**src/rtl/pla_sweep_capture.sv**
```systemverilog
// rtl/pla_sweep_capture.sv - exhaustive stimulus sweep and MISR/ones-count capture around a 9-input PLA function
// Optional truth-table capture store and read port: define PLA_TT_CAPTURE_EN.
`timescale 1ns/1ps
module pla_sweep_capture #(
  parameter int                N_IN     = 9,
  parameter int                DUT_LAT  = 0,
  parameter int                SIG_W    = 16,
  parameter logic [SIG_W-1:0]  SIG_POLY = 16'h1021,
  parameter logic [SIG_W-1:0]  SIG_SEED = 16'hFFFF
) (
  input  logic              clk,
  input  logic              rst,
  input  logic              start_i,
  input  logic              y_i,
`ifdef PLA_TT_CAPTURE_EN
  input  logic [N_IN-1:0]   tt_rd_addr_i,
  output logic              tt_rd_data_o,
`endif
  output logic [N_IN-1:0]   vec_o,
  output logic              vec_valid_o,
  output logic              busy_o,
  output logic              done_o,
  output logic [SIG_W-1:0]  signature_o,
  output logic [N_IN:0]     ones_o
);

  // Vector counter is one bit wider than the stimulus so the last vector is unambiguous.
  localparam logic [N_IN:0] LAST_VEC = {1'b0, {N_IN{1'b1}}};

  // Drain counter only needs to reach DUT_LAT-1; keep at least one bit.
  localparam int DCW = (DUT_LAT > 1) ? $clog2(DUT_LAT) : 1;
  localparam logic [DCW-1:0] DRAIN_LAST = DCW'((DUT_LAT > 0) ? (DUT_LAT - 1) : 0);

  typedef enum logic [1:0] {
    S_IDLE,
    S_SWEEP,
    S_DRAIN,
    S_DONE
  } state_t;

  state_t           state;
  state_t           state_nxt;
  logic             launch;
  logic             last_vec;
  logic [N_IN:0]    vcnt;
  logic [DCW-1:0]   drain_cnt;
  logic             sample_en;
  logic             fb;
  logic [SIG_W-1:0] misr_nxt;

  assign last_vec = (vcnt == LAST_VEC);
  assign vec_o    = vcnt[N_IN-1:0];
  assign busy_o   = (state == S_SWEEP) || (state == S_DRAIN);
  assign done_o   = (state == S_DONE);

  // State register; reset aborts any sweep in progress.
  always_ff @(posedge clk) begin
    if (rst) begin
      state <= S_IDLE;
    end else begin
      state <= state_nxt;
    end
  end

  // Next-state logic; start is honoured only when not busy.
  always_comb begin
    state_nxt = state;
    launch    = 1'b0;
    case (state)
      S_IDLE, S_DONE: begin
        if (start_i) begin
          state_nxt = S_SWEEP;
          launch    = 1'b1;
        end
      end
      S_SWEEP: begin
        if (last_vec) begin
          state_nxt = (DUT_LAT > 0) ? S_DRAIN : S_DONE;
        end
      end
      S_DRAIN: begin
        if (drain_cnt == DRAIN_LAST) begin
          state_nxt = S_DONE;
        end
      end
      default: state_nxt = S_IDLE;
    endcase
  end

  // Stimulus generator: issue 0..2^N_IN-1 once each, then hold the last vector.
  always_ff @(posedge clk) begin
    if (rst) begin
      vcnt        <= '0;
      vec_valid_o <= 1'b0;
    end else if (launch) begin
      vcnt        <= '0;
      vec_valid_o <= 1'b1;
    end else if (state == S_SWEEP) begin
      if (last_vec) begin
        vec_valid_o <= 1'b0;
      end else begin
        vcnt <= vcnt + 1'b1;
      end
    end
  end

  // Drain timer: counts the pipeline latency after the last vector leaves.
  always_ff @(posedge clk) begin
    if (rst || (state != S_DRAIN)) begin
      drain_cnt <= '0;
    end else begin
      drain_cnt <= drain_cnt + 1'b1;
    end
  end

  // Align the sample strobe with the function's pipeline latency.
  generate
    if (DUT_LAT == 0) begin : g_no_lat
      assign sample_en = vec_valid_o;
    end else begin : g_lat
      logic [DUT_LAT-1:0] vpipe;
      // Shift vec_valid_o through DUT_LAT flops.
      always_ff @(posedge clk) begin
        if (rst) begin
          vpipe <= '0;
        end else begin
          vpipe <= (vpipe << 1) | DUT_LAT'(vec_valid_o);
        end
      end
      assign sample_en = vpipe[DUT_LAT-1];
    end
  endgenerate

  // Galois-form MISR step for the current response bit.
  always_comb begin
    fb       = signature_o[SIG_W-1] ^ y_i;
    misr_nxt = {signature_o[SIG_W-2:0], 1'b0} ^ (fb ? SIG_POLY : {SIG_W{1'b0}});
  end

  // Response compaction: signature and ones count, restarted on every launch.
  always_ff @(posedge clk) begin
    if (rst || launch) begin
      signature_o <= SIG_SEED;
      ones_o      <= '0;
    end else if (sample_en) begin
      signature_o <= misr_nxt;
      ones_o      <= ones_o + (N_IN+1)'(y_i);
    end
  end

`ifdef PLA_TT_CAPTURE_EN
  logic            tt_mem [0:(1<<N_IN)-1];
  logic [N_IN-1:0] samp_idx;

  // Sample index tracks which vector the current response belongs to.
  always_ff @(posedge clk) begin
    if (rst || launch) begin
      samp_idx <= '0;
    end else if (sample_en) begin
      samp_idx <= samp_idx + 1'b1;
    end
  end

  // Truth-table store; deliberately not cleared, each sweep rewrites every entry.
  always_ff @(posedge clk) begin
    if (sample_en) begin
      tt_mem[samp_idx] <= y_i;
    end
  end

  // Registered read port, one cycle of latency.
  always_ff @(posedge clk) begin
    if (rst) begin
      tt_rd_data_o <= 1'b0;
    end else begin
      tt_rd_data_o <= tt_mem[tt_rd_addr_i];
    end
  end
`endif

endmodule

```
**config.mk**
```make
export PLATFORM = sky130hd
export DESIGN_NAME = pla_sweep_capture
export DESIGN_NICKNAME = d
export VERILOG_FILES = /design/src/rtl/pla_sweep_capture.sv
export SDC_FILE = /design/constraint.sdc
export NUM_CORES = 1
export LEC_CHECK = 0
export CAP_MARGIN = 0
export CORE_UTILIZATION = 23
export DETAILED_ROUTE_END_ITERATION = 8
export GPL_TIMING_DRIVEN = 1
export PLACE_DENSITY = 0.4
export SYNTH_ARGS = -nofsm -noshare
export SYNTH_HDL_FRONTEND = slang
export SYNTH_SLANG_ARGS = --single-unit
```
**constraint.sdc**
```tcl
create_clock -name clk -period 1.6 [get_ports clk]
set_input_delay 0.48 -clock clk [delete_from_list [all_inputs] [get_ports clk]]
set_output_delay 0.48 -clock clk [all_outputs]
set_load 0.005 [all_outputs]
```
* Word-level counts from Yosys, hierarchy flattened *
Cells that the tools add are included.

operators by class
  add/sub/neg operators = 3
  equality and inequality tests = 8
  mux-type cells = 10
  bitwise gates (word level) = 3
  reduce and logical (&&, ||, !) cells = 11

operators by type and width
  operator                                               count
  XOR 16 x 13 -> 16 bit                                  1
  two-way mux 13 bit                                     1
  adder 10 x 1 -> 10 bit                                 1
  adder 10 x 1 -> 10 bit (second input constant)         1
  equality test 10 x 9 -> 1 bit (second input constant)  1
  inequality test 2 bit (second input constant)          4
  two-way mux 2 bit                                      3
  one-hot mux 2 bit (3 select lines)                     1
  two-way mux 1 bit                                      5
  equality test 2 bit (second input constant)            2
  AND reduction 2 bit                                    2
  nonzero test 2 bit                                     2
  OR reduction 2 bit                                     2
  logical OR 1 bit                                       3
  AND reduction 3 bit                                    1
  equality test 2 x 1 -> 1 bit (second input constant)   1
  zero test 2 bit                                        1
  adder 1 bit (second input constant)                    1
  inverter 1 bit                                         1
  XOR 1 bit                                              1

storage, ports and cells
  register bits after elaboration = 40
  input bits = 4
  output and inout port bits = 38

* Logic depth before layout (Yosys ltp) *
  depth after elaboration = 5
  mapped depth = 7
  depth with buffers taken out = 6

* Worst setup path after synthesis *
Ideal clock, no wire load.

  path type = register to register
  start point = reg state[0]
  end point = reg vcnt[7]
  library setup time = 0.101 ns
  data arrival time = 1.384 ns
  data required time = 1.499 ns
  path slack = 0.115 ns
  stages on the path, launching flop included = 7
  buffers on the path = 1
  path through = dfxtp_1 > inv_1 > ha_1 > a21oi_1 > clkbuf_1 > o311ai_0 > o41ai_1

between the ends
  longest elaborated chain between the ends = 4
  elaborated cells on any way between the ends = 7
  those cells by class = 2 x eq/ne; 1 x mux; 4 x reduce/logical

RTL lines
  what                                                    line  text
  from (decl)                                             41    state_t state;
  from (signal assigned)                                  61    state <= state_nxt;
  equality test 2 bit or zero test 2 bit (tied branches)  69    case (state)
  OR reduction 2 bit                                      69
  two-way mux 1 bit                                       69
  OR reduction 2 bit (no line)                            n/a
  to (signal assigned)                                    102   vcnt <= vcnt + 1'b1;
  to (decl)                                               45    logic [N_IN:0] vcnt;

Several ways; a longest one is shown, not always the timed one.
A chain may end at the register's enable or synchronous reset.

* Final worst setup path *
  start point = reg state[0]
  end point = out busy_o

between the ends
  longest elaborated chain between the ends = 2
  elaborated cells on any way between the ends = 3
  those cells by class = 2 x eq/ne; 1 x reduce/logical

RTL lines
  what                                                                 line  text
  equality test 2 x 1 -> 1 bit or equality test 2 bit (tied branches)  53    assign busy_o = (state == S_SWEEP) || (state == S_DRAIN);
  logical OR 1 bit *                                                   53
  to (decl)                                                            21    output logic busy_o,

Mark *: on every way between the ends. The rest lies on a longest branch, timed or not.

==> run_results.csv <==
group,metric,value,unit
outcome,status,"complete, no violations",
power,max-vdd-ir-drop,0.000338,V
clock_network,cts_buffers,5,
placement,port_buffers,41,
synthesis,yosysSeqAreaShare,42.4,%
sta,max_freq,0.652,GHz
power,switching_share,29.4,%
setup_path,crit_path_max_fanout,2,
setup_path,worstReg2RegStart,"state[1]$_SDFFE_PP0P_",
sta,period_share,95.9,%
setup_path,crit_required,1120,ps
synthesis,synth_cell_types,33,
clock_network,cts-root-buf,"clkbuf_8",
clock_network,cts_tree,"yes",
synthesis,ys_warn_count,0,
power,power.switching,763,uW
die,rows,32,
power,sequentialPowerShare,42.1,%
setup_path,cp.arrival,1050,ps
setup_path,criticalPathCategory,"register to output pin",
detailed_routing,routed_wl,4.20,mm
setup_path,ff2ff_path_depth,7,
min_path,hp-class,"register to register",
clock_network,cts_max_level,2,
placement,dp_hpwl,2.99,mm
layout,regArea,853,um^2
sta,drv_slew,0,
setup_path,r2r_setup_slack,110,ps
placement,gp_congestion,0.761,
global_routing,track_usage,10.7,%
synthesis,ys_seq_elements,40,
layout,drive_gt1_share,40.7,%
placement,placed_cell_area,0.00248,mm^2
detailed_routing,dr.pass1.iters,4,
layout,insertedDiodeCount,0,
power,cell_internal_pwr,1.83,mW
global_routing,antenna_found_initial,0,
synthesis,avgSynthCellArea,9.34,um^2
power,comb_power_share,30.8,%
synthesis,syn_nets,212,
synthesis,netlist_area,0.00189,mm^2
flow_run,cap_violations,0,
setup_path,critical_path.reg2reg.endpoint,"vcnt[5]$_SDFFE_PP0P_",
clock_network,worstSkewPairLatency,290,ps
die,die_x,92.6,um
power,power,2.60,mW
global_routing,first_global_vias,1603,
clock_network,cts_sinks,40,
setup_path,cp-end-kind,"output pin",
die,fp.coreArea,0.00785,mm^2
sta,finalHoldViolations,0,
sta,setup_viol,0,
synthesis,netlist_instances,202,
detailed_routing,drc_errors,0,
sta,period_needed,1530,ps
global_routing,overflow,0,
detailed_routing,antenna_left,0,
layout,area.growth.synth_to_final,47.9,%
sta,slew_headroom,76.6,%
detailed_routing,vias_per_cell,4.22,
sta,rsz0062_at_grt,"no",
die,die_y,92.6,um
layout,final_area,0.00279,mm^2
detailed_routing,vias,1611,
detailed_routing,drt_iter0_drc,57,
die,ios,42,
power,cellPowerDensity,930,mW/mm^2
layout,multi_input_area,905,um^2
detailed_routing,avgRoutedWirePerCell,11.0,um
setup_path,endpoint,"busy_o",
global_routing,grt_start_max_net_pins,19,
layout,nets,289,
setup_path,cp-start-kind,"register",
die,start_util,24.0,%
die,dieArea,0.00857,mm^2
setup_path,crit_start,"state[0]$_SDFFE_PP0P_",
layout,nFillCells,844,
global_routing,grt_pass1_wl,7.25,mm
clock_network,clk_pin_slew,70,ps
power,pwr-share-clk,27.1,%
sta,fin_worst_skew,7.03,ps
sta,worst_pin_slew,349,ps
clock_network,clockBufferDepth,2,
power,p_leak,1.20,nW
## cells in the final DEF, fill, tap and decap left out, types with 2 or more instances in the layout
cell type	count
o21ai_0	6
clkinv_2	2
nor3_1	2
xnor2_1	7
dfxtp_2	30
nand4_1	4
xor2_1	6
a21oi_1	8
mux2i_1	18
nand2_1	25
and4_1	2
clkbuf_8	6
a311oi_1	2
dlygate4sd2_1	36
clkdlybuf4s50_1	2
ha_1	3
dfxtp_1	6
buf_4	59
dfxtp_4	4
nor2_1	16
nand2b_1	2
or3_1	3
nand3_1	7
inv_2	3
a31oi_1	2
ha_4	2
## synth_stat cells
| master | count | area [um^2] |
|---|---|---|
| o21ai_0 | 6 | 30.0 |
| buf_4 | 22 | 165 |
| or3_1 | 3 | 18.8 |
| dfxtp_1 | 40 | 801 |
| nand4_4 | 1 | 21.3 |
| xor2_1 | 6 | 52.6 |
| nand2b_1 | 2 | 12.5 |
| xnor2_1 | 7 | 61.3 |
| nor3_1 | 2 | 10.0 |
| nor3b_1 | 1 | 7.51 |
| clkbuf_1 | 4 | 15.0 |
| nand3_1 | 7 | 35.0 |
| o311ai_0 | 1 | 8.76 |
| a311oi_1 | 2 | 17.5 |
| a31oi_1 | 2 | 12.5 |
| inv_1 | 3 | 11.3 |
| nor2b_1 | 1 | 6.26 |
| a21oi_1 | 8 | 40.0 |
| mux2i_1 | 18 | 180 |
| o211ai_1 | 1 | 7.51 |
| nand4_1 | 4 | 25.0 |
| o41ai_1 | 1 | 8.76 |
| nor3_2 | 1 | 10.0 |
| a31o_1 | 1 | 8.76 |
| o31ai_4 | 1 | 21.3 |
| and4_2 | 1 | 10.0 |
| ha_1 | 6 | 75.1 |
| buf_2 | 4 | 20.0 |
| nand2_1 | 25 | 93.8 |
| a211oi_1 | 1 | 7.51 |
| and3_1 | 1 | 6.26 |
| and4_1 | 3 | 26.3 |
| nor2_1 | 16 | 60.1 |
## routing by layer
| layer | track usage, % | up-vias | part of all wire [%] |
|---|---|---|---|
| met1 | 12.7 | 747 | 46 |
| met4 | 4.30 | 0 | 1.5 |
| li1 | - | 830 | - |
| met2 | 18.0 | 26 | 47 |
| met3 | 3.20 | 8 | 5.4 |
| met5 | 0 | - | 0 |
## power by group through the flow
stage,registers [mW],logic [mW],clock network (mW)
global route,1.10,0.886,0.787
detailed placement,1.11,0.773,0
finish,1.09,0.800,0.704
CTS,1.09,0.812,0.744
global placement,1.12,0.775,0
floorplan,1.11,0.398,0
## through the flow
| step | worst slack, ps | utilization (%) | hold WS (ps) | cells | setup TNS (ps) |
|---|---|---|---|---|---|
| finish | 65.4 | 35.6 | 417 | 382 | 0 |
| global route | 5.13 | 35.6 | 447 | 382 | 0 |
| CTS | -49.5 | 35.5 | 421 | 381 | -49.5 |
| detailed placement | -410 | 31.6 | 410 | 349 | -3580 |
| global placement | -376 | 31.6 | 406 | 349 | -3540 |
| floorplan | 115 | - | 395 | 202 | 0 |
## worst max-delay path: stages (launching register included)
cell	delay (ps)
dfxtp_2	330
inv_2	50
ha_4	260
inv_2	30
clkbuf_2	100
## cell type report
type	instances	share of cell area, %
Clock buffer	6	2.96
Sequential cell	40	30.6
Timing Repair Buffer	100	28.7
Multi-Input combinational cell	129	32.4
Clock inverter	2	0.359
Tap cell	102	4.57
Inverter	3	0.404
## logic make-up after synthesis
| group | share of synthesized area [%] |
|---|---|
| AND/OR/NAND/NOR | 18.2 |
| multiplexers | 9.55 |
| buffers and inverters | 11.2 |
| adder cells (fa/ha/maj) | 3.98 |
| flip-flops | 42.4 |
| XOR/XNOR | 6.03 |
| AO/OA/AOI/OAI | 8.62 |
## what timing repair did
item | in CTS | in global routing
buffers inserted | 24 | 1
hold buffers | 0 | 0
endpoints found under the setup margin | 44 | 6
pin swaps | 1 | 3
resized for setup | 87 | 4
## worst min path at each step
| stage | cells after the start | to | slack (ps) | startpoint |
|---|---|---|---|---|
| 2_1_floorplan | 1 | drain_cnt$_SDFF_PP0_ | 400 | drain_cnt$_SDFF_PP0_ |
| 3_3_place_gp | 1 | drain_cnt$_SDFF_PP0_ | 410 | drain_cnt$_SDFF_PP0_ |
| 3_5_place_dp | 1 | drain_cnt$_SDFF_PP0_ | 410 | drain_cnt$_SDFF_PP0_ |
| 4_1_cts | 1 | drain_cnt$_SDFF_PP0_ | 420 | drain_cnt$_SDFF_PP0_ |
| 5_1_grt | 1 | drain_cnt$_SDFF_PP0_ | 450 | drain_cnt$_SDFF_PP0_ |
| 6_report | 1 | drain_cnt$_SDFF_PP0_ | 420 | drain_cnt$_SDFF_PP0_ |
## state kept, by name, summed over array words and instances, names as in the netlist
name / cells
drain_cnt: 1
ones_o: 10
signature_o: 16
state: 2
vcnt: 10
vec_valid_o: 1
No activity file was read; power rests on OpenSTA's default activity.
